[src/rtl/sti_rx.sv]
// -----------------------------------------------------------------------------
// sti_rx -- serial-to-parallel frame receiver
//
// Collects 8/16/24/32-bit frames from a qualified serial bit stream.
// Frame length and bit order are latched with the first bit of each frame.
// The completed word is handed to a one-entry output register with a
// valid/ready handshake. A frame that completes while that register still
// holds an undelivered word is dropped, and the sticky ovf flag is set.
//
// Ports
//   clk         in   1   clock, rising edge
//   reset       in   1   synchronous, active-high reset
//   si_data     in   1   serial data bit, sampled when si_valid=1
//   si_valid    in   1   serial bit qualifier
//   cfg_length  in   2   frame length: 00=8, 01=16, 10=24, 11=32 bits
//   cfg_msb     in   1   1 = first bit is MSB, 0 = first bit is LSB
//   po_data     out  32  received word, right-aligned, upper bits zero
//   po_valid    out  1   po_data holds an undelivered word
//   po_ready    in   1   consumer takes po_data when po_valid & po_ready
//   ovf         out  1   sticky: a completed frame was dropped (or aborted)
//   frame_cnt   out  8   number of words loaded into po_data, wraps at 255
//   busy        out  1   frame in progress (state RECV)
//
// Build option
//   STI_RX_GAP_ABORT_EN  defined: si_valid=0 during a frame discards the
//                        partial frame, returns to IDLE and sets ovf.
//                        undefined (default): a gap simply pauses the frame.
// -----------------------------------------------------------------------------
module sti_rx (
    input  logic        clk,
    input  logic        reset,
    input  logic        si_data,
    input  logic        si_valid,
    input  logic [1:0]  cfg_length,
    input  logic        cfg_msb,
    output logic [31:0] po_data,
    output logic        po_valid,
    input  logic        po_ready,
    output logic        ovf,
    output logic [7:0]  frame_cnt,
    output logic        busy
);

    typedef enum logic {
        IDLE = 1'b0,
        RECV = 1'b1
    } state_t;

    state_t      state_q, state_d;
    logic [4:0]  cnt_q, cnt_d;
    logic [1:0]  len_q, len_d;
    logic        msb_q, msb_d;
    logic [31:0] acc_q, acc_d;
    logic [31:0] po_data_q, po_data_d;
    logic        po_valid_q, po_valid_d;
    logic        ovf_q, ovf_d;
    logic [7:0]  frame_cnt_q, frame_cnt_d;

    logic        frame_done;
    logic        gap_abort;
    logic [4:0]  last_idx;
    logic [31:0] lsb_word;
    logic [31:0] msb_word;
    logic [31:0] word_in;

    // Index of the completing bit: N-1 = 8*(len+1)-1.
    assign last_idx = {len_q, 3'b111};

    // LSB-first: the incoming bit lands at its own bit position.
    generate
        for (genvar gi = 0; gi < 32; gi++) begin : g_lsb
            localparam logic [4:0] IDX = 5'(gi);
            assign lsb_word[gi] = (cnt_q == IDX) ? si_data : acc_q[gi];
        end
    endgenerate

    // MSB-first: shift left, so after N bits frame bit 0 sits at N-1.
    // The accumulator starts from zero, so bits above N-1 stay clear.
    assign msb_word = {acc_q[30:0], si_data};
    assign word_in  = msb_q ? msb_word : lsb_word;

    always_comb begin
        state_d     = state_q;
        cnt_d       = cnt_q;
        len_d       = len_q;
        msb_d       = msb_q;
        acc_d       = acc_q;
        po_data_d   = po_data_q;
        po_valid_d  = po_valid_q;
        ovf_d       = ovf_q;
        frame_cnt_d = frame_cnt_q;
        frame_done  = 1'b0;
        gap_abort   = 1'b0;

        case (state_q)
            IDLE: begin
                if (si_valid) begin
                    state_d = RECV;
                    cnt_d   = 5'd1;
                    len_d   = cfg_length;
                    msb_d   = cfg_msb;
                    acc_d   = {31'b0, si_data};
                end
            end
            RECV: begin
                if (si_valid) begin
                    acc_d = word_in;
                    if (cnt_q == last_idx) begin
                        frame_done = 1'b1;
                        state_d    = IDLE;
                        cnt_d      = 5'd0;
                    end else begin
                        cnt_d = cnt_q + 5'd1;
                    end
                end else begin
`ifdef STI_RX_GAP_ABORT_EN
                    gap_abort = 1'b1;
                    state_d   = IDLE;
                    cnt_d     = 5'd0;
`else
                    gap_abort = 1'b0;
`endif
                end
            end
            default: begin
                state_d = IDLE;
                cnt_d   = 5'd0;
            end
        endcase

        // Output register: a completing frame wins over a plain acceptance
        // so a simultaneous accept+complete keeps po_valid high.
        if (frame_done) begin
            if (!po_valid_q || po_ready) begin
                po_data_d   = word_in;
                po_valid_d  = 1'b1;
                frame_cnt_d = frame_cnt_q + 8'd1;
            end else begin
                ovf_d = 1'b1;
            end
        end else if (po_valid_q && po_ready) begin
            po_valid_d = 1'b0;
        end

        if (gap_abort) begin
            ovf_d = 1'b1;
        end
    end

    always_ff @(posedge clk) begin
        if (reset) begin
            state_q     <= IDLE;
            cnt_q       <= 5'd0;
            len_q       <= 2'd0;
            msb_q       <= 1'b0;
            acc_q       <= 32'd0;
            po_data_q   <= 32'd0;
            po_valid_q  <= 1'b0;
            ovf_q       <= 1'b0;
            frame_cnt_q <= 8'd0;
        end else begin
            state_q     <= state_d;
            cnt_q       <= cnt_d;
            len_q       <= len_d;
            msb_q       <= msb_d;
            acc_q       <= acc_d;
            po_data_q   <= po_data_d;
            po_valid_q  <= po_valid_d;
            ovf_q       <= ovf_d;
            frame_cnt_q <= frame_cnt_d;
        end
    end

    assign po_data   = po_data_q;
    assign po_valid  = po_valid_q;
    assign ovf       = ovf_q;
    assign frame_cnt = frame_cnt_q;
    assign busy      = (state_q == RECV);

endmodule

[config.mk]
export PLATFORM = sky130hd
export DESIGN_NAME = sti_rx
export DESIGN_NICKNAME = d
export VERILOG_FILES = /design/src/rtl/sti_rx.sv
export SDC_FILE = /design/constraint.sdc
export NUM_CORES = 1
export LEC_CHECK = 0
export BUFFER_PORTS_ARGS = -buffer_cell sky130_fd_sc_hd__buf_2
export CAP_MARGIN = 10
export CELL_PAD_IN_SITES_DETAIL_PLACEMENT = 0
export CELL_PAD_IN_SITES_GLOBAL_PLACEMENT = 1
export CORE_ASPECT_RATIO = 0.6
export CORE_MARGIN = 4
export CORE_UTILIZATION = 40
export DETAILED_ROUTE_END_ITERATION = 8
export GPL_TIMING_DRIVEN = 0
export PLACE_DENSITY = 0.79
export SLEW_MARGIN = 15
export SYNTH_ARGS = -nofsm -noshare
export SYNTH_HDL_FRONTEND = slang
export SYNTH_SLANG_ARGS = --single-unit
export TNS_END_PERCENT = 5
[constraint.sdc]
create_clock -name clk -period 2.55 [get_ports clk]
set_input_delay 0.1275 -clock clk [delete_from_list [all_inputs] [get_ports clk]]
set_output_delay 0.1275 -clock clk [all_outputs]
set_load 0.02 [all_outputs]
======== After elaboration in Yosys (flattened, before gate mapping) ========
Cells that the tools add are included.
operators by class
  $add $sub $neg .......................... 2
  equal/unequal tests ..................... 35
  multiplexer cells ....................... 50
  bitwise logic cells ..................... 2
  reductions and logical operators ........ 10
operators by type and width
  kind                 number
  $mux 32              3
  $eq 5x5->1 const B   16
  $pmux 32 s2          1
  $mux 1               41
  $eq 5x4->1 const B   8
  $eq 5x3->1 const B   4
  $mux 5               3
  $eq 5x2->1 const B   2
  $pmux 5 s2           1
  $reduce_and 2->1     5
  $add 8x1->8 const B  1
  $add 5x1->5 const B  1
  $eq 5x1->1 const B   1
  $eq 5x5->1           1
  $logic_not 5->1      1
  $ne 2x2->1 const B   2
  $ne 2x1->1 const B   1
  $not 1->1            2
  $pmux 1 s2           1
  $reduce_bool 2->1    1
  $logic_and 1x1->1    1
  $logic_not 1->1      1
  $logic_or 1x1->1     1
storage, ports and cells
  register bits ........................... 83
  input bits .............................. 8
  logic and storage cells ................. 108

======== Longest topological paths before layout ========
  depth after elaboration ................. 6
  depth in mapped cells ................... 8
  gate-level depth less buffers ........... 7

======== Least setup slack after synthesis ========
No wires, ideal clock.
  kind .................................... reg-to-reg
  start point ............................. register state_q, in the netlist busy
  end point ............................... register frame_cnt_q[6], in the netlist frame_cnt[6]
  setup time .............................. 70 ps
  arrival ................................. 1,884 ps
  slack ................................... 596 ps
  cell stages (with the launch flop) ...... 6
  path buffers ............................ 1
  clock period less this slack ............ 1,954 ps
  cells stage by stage .................... dfxtp_1 nand2_2 or4_1 buf_2 or4_1 a21oi_1
between the ends
  longest elaborated chain between the ends .. 2
RTL lines
  what                        line  text
  start: declaration          49    state_t state_q, state_d;
  start signal: assignment    162   state_q <= state_d;
  $mux 1                      95    case (state_q)
  $reduce_and 2->1 (no line)  --
  end signal: assignment      170   frame_cnt_q <= frame_cnt_d;
  end: declaration            57    logic [7:0] frame_cnt_q, frame_cnt_d;
No other way between the ends.
A chain may end at the register's enable or synchronous reset.

======== Worst setup path after layout ========
  start point ............................. register cnt_q[0]
  end point ............................... register acc_q[10]
between the ends
  longest elaborated chain between the ends .. 5
RTL lines
  what                      line  text
  start: declaration        50    logic [4:0] cnt_q, cnt_d;
  start signal: assignment  163   cnt_q <= cnt_d;
  $eq 5x4->1                73    assign lsb_word[gi] = (cnt_q == IDX) ? si_data : acc_q[gi];
  $mux 1                    73
  $mux 32                   80    assign word_in = msb_q ? msb_word : lsb_word;
  $mux 32                   106   if (si_valid) begin
  $pmux 32 s2               95
  end signal: assignment    156   acc_q <= 32'd0;
  end signal: assignment    166   acc_q <= acc_d;
  end: declaration          53    logic [31:0] acc_q, acc_d;
No other way between the ends. The select of a mux whose other input is x is not followed.

==> impl_metrics.py <==
metrics = {
    "critical_path": {
        "path_class": "reg2reg",
        "r2r-end": "acc_q[10]",
        "crit_arrival_ns": 2.65,
        "cpLargestDelayFamily": "compound AO/OA/AOI/OAI gates",
        "critPathRequiredTime_ns": 2.75,
        "cp_slowest_stage_delay_ns": 0.56,
        "setup.worst_path.end_class": "flop",
        "rr_startpoint": "cnt_q[0]",
        "r2r_setup_slack_ns": 0.10,
        "crit_fanout": 10,
        "cp_cell_sequence": "inv_1, ha_1, clkbuf_1, or3b_2, o221ai_1, a21boi_0, o21ai_0",
        "crit_slowest_cell": "or3b_2",
        "crit_buf_inv": 2,
        "ff2ff_path_depth": 7,
        "crit_path_start_kind": "flop",
    },
    "drt": {
        "vias_per_cell": 5.61,
        "route.detailed.drc": 0,
        "wl_per_cell_um": 18.7,
        "antenna_left": 0,
        "drt_first_pass_iters": 5,
        "first_iter_violations": 374,
        "route.vias.total": 3598,
        "drt-total-wl_um": 12000,
    },
    "hold_path": {
        "hold_path_end": "len_q[0]",
        "hold_path_class": "in2reg",
        "worst_hold_path.num_cells": 3,
        "hold_start": "cfg_length[0]",
    },
    "global_routing": {
        "grt-ovfl-total": 0,
        "grt_pass1_vias": 3303,
        "use_met3_pct": 5.09,
        "grt_pass1_wl_um": 18900,
        "grt_max_degree": 15,
        "met2_usage_pct": 27.7,
        "grt_usage_pct": 21.1,
        "grt.busiest_layer": "met1",
        "use_met1_pct": 33.9,
        "grt_antenna_before_repair": 0,
    },
    "floorplanning": {
        "boundaryPins": 51,
        "die_x_um": 137,
        "die_y_um": 85.3,
        "rows": 27,
        "core_um2": 9430,
        "die_area_um2": 11700,
        "initial_utilization_pct": 42.2,
    },
    "logic_synthesis": {
        "ys.flop_type": "dfxtp_1",
        "syn-cell-area_um2": 3980,
        "yosysMostFrequentCell": "dfxtp_1",
        "syn_inst": 445,
        "ys_async_sr_fraction_pct": 0,
        "syn_area_per_cell_um2": 8.94,
        "yosys_warnings": 0,
        "synth_top_area_cell": "dfxtp_1",
        "synth-seq-cells": 83,
        "synth.area.top_cells": "dfxtp_1 (42%), mux2i_1 (5.5%), mux2_2 (4.0%)",
        "synth_top_area_share_pct": 41.8,
        "yosysUniqueCellTypes": 45,
        "yosysSeqAreaShare_pct": 41.8,
        "synthesis.nets": 460,
        "synth_edf_count": 0,
        "ys_top_cells_by_count": "dfxtp_1 (83), nor2_1 (39), nand2_1 (37)",
    },
    "power": {
        "cellPowerDensity_nw_per_um2": 609,
        "ir_drop_mv": 0.315,
        "power.leakage_nw": 1.85,
    },
    "outcome": {
        "status": "complete, no violations",
    },
    "timing": {
        "min_period_ns": 2.45,
        "relSlewSlack_pct": 50.0,
        "finalHoldViolCount": 0,
        "rsz0062_at_grt": "true",
        "hold_ws_ns": 0.0326,
        "tightest_slew_ns": 0.750,
        "fmax_mhz": 409,
        "slew_violations": 0,
        "worst_slack_ns": 0.104,
        "skew_ns": 0.00340,
        "setup_viol": 0,
        "fin_crit_sh_pct": 95.9,
    },
    "clock_network": {
        "cts.sinks": 83,
        "cts-root-buf": "clkbuf_16",
        "path_clk_slew_ns": 0.06,
        "htreeDepth": 3,
        "clk_latency_ns": 0.34,
        "cts_tree": "built",
        "numCtsBuffers": 9,
        "cts_hold_buf": 0,
        "clock_path_buffers": 2,
    },
    "place": {
        "place.gp.congestion": 0.932,
        "port_buffers": 50,
        "place_ws_ns": -0.0358,
        "dp_hpwl_um": 8990,
        "placed_area_um2": 4390,
    },
    "finish": {
        "antenna_cells": 0,
        "nNetsFinal": 521,
        "drive_gt1_share_pct": 18.6,
        "fin_area_um2": 4720,
        "area_growth_syn_to_layout_pct": 18.7,
    },
    "run": {
        "maxCapViolCount": 0,
    },
}
## logic make-up (layout without fill, tap and decap cells)
family          after synthesis  count (layout)  synth area share, %
xor+xnor                      3               3                0.660
fa+ha+maj                     7               7                 2.20
buf+inv                      46             112                 4.56
flops                        83              83                 41.8
simple gates                152             152                 21.3
mux                          36              36                 9.50
compound gates              118             118                 20.1
## metrics by stage
| stage | instances | utilization [%] | power, mW | TNS (ns) |
|---|---|---|---|---|
| floorplan | 445 | - | 1.43 | 0 |
| CTS | 641 | 50.1 | 2.89 | 0 |
| detailed placement | 625 | 46.6 | 1.48 | -0.169 |
| finish | 641 | 50.1 | 2.88 | 0 |
| global placement | 625 | 46.6 | 1.48 | -0.0727 |
| global route | 641 | 50.1 | 2.97 | -0.0756 |
## registers in the layout (all words and copies together), names as in the netlist
signal and flops:
busy 1, frame_cnt 8, cnt_q 5, po_valid 1, po_data 32, ovf 1, msb_q 1, len_q 2
acc_q 32
## worst max-delay path by stage
stage | from | to | depth (start not counted)
final | cnt_q[0] | acc_q[10] | 7
after global routing | cnt_q[0] | po_data[6] | 7
after CTS | cnt_q[0] | po_data[5] | 6
after detailed placement | cnt_q[4] | po_data[15] | 8
after global placement | cnt_q[0] | po_data[29] | 7
after floorplan | busy | frame_cnt[6] | 5
## worst reg2reg max path, stage by stage, from the launching register on
cell and delay [ns]:
dfxtp_1 0.37, inv_1 0.10, ha_1 0.15, clkbuf_1 0.37
or3b_2 0.56, o221ai_1 0.22, a21boi_0 0.39, o21ai_0 0.14
## cell type report
class	instances	area (um^2)
Fill cell	909	4700
Multi-Input combinational cell	316	2140
Inverter	5	18.8
Buffer	41	166
Tap cell	130	163
Timing Repair Buffer	50	250
Clock buffer	10	239
Clock inverter	6	87.6
Sequential cell	83	1660
## timing repair
item | 4_1_cts | 5_1_grt
endpoints found under the setup margin | 12 | 34
buffers inserted | 0 | 0
gates resized for setup | 2 | 5
## placed cells by master, fill, tap and decap left out, drive strengths merged, types with 6 or more instances in the layout
master / synthesis / routed
a211oi: 17 / 17
ha: 7 / 7
mux2: 14 / 14
and4b: 6 / 6
buf: 8 / 58
a21oi: 12 / 12
nor2: 39 / 39
clkbuf: 33 / 43
o22ai: 13 / 13
o21ai: 33 / 33
a21boi: 12 / 12
nand2b: 21 / 21
inv: 5 / 6
nor4bb: 10 / 10
o221ai: 14 / 14
nand2: 38 / 38
dfxtp: 83 / 83
mux2i: 22 / 22
## per-layer routing
| metal | up-vias | part of all wire [%] |
|---|---|---|
| met5 | - | 0 |
| met1 | 1716 | 54 |
| met4 | 0 | 0.73 |
| met2 | 121 | 38 |
| li1 | 1753 | - |
| met3 | 8 | 7.5 |
## power by group
group	internal [mW]	switching (mW)
clock network	0.886	0.533
registers	1.30	0.0108
logic	0.0467	0.0965
total	2.24	0.640
(Power assumes the default switching activity.)
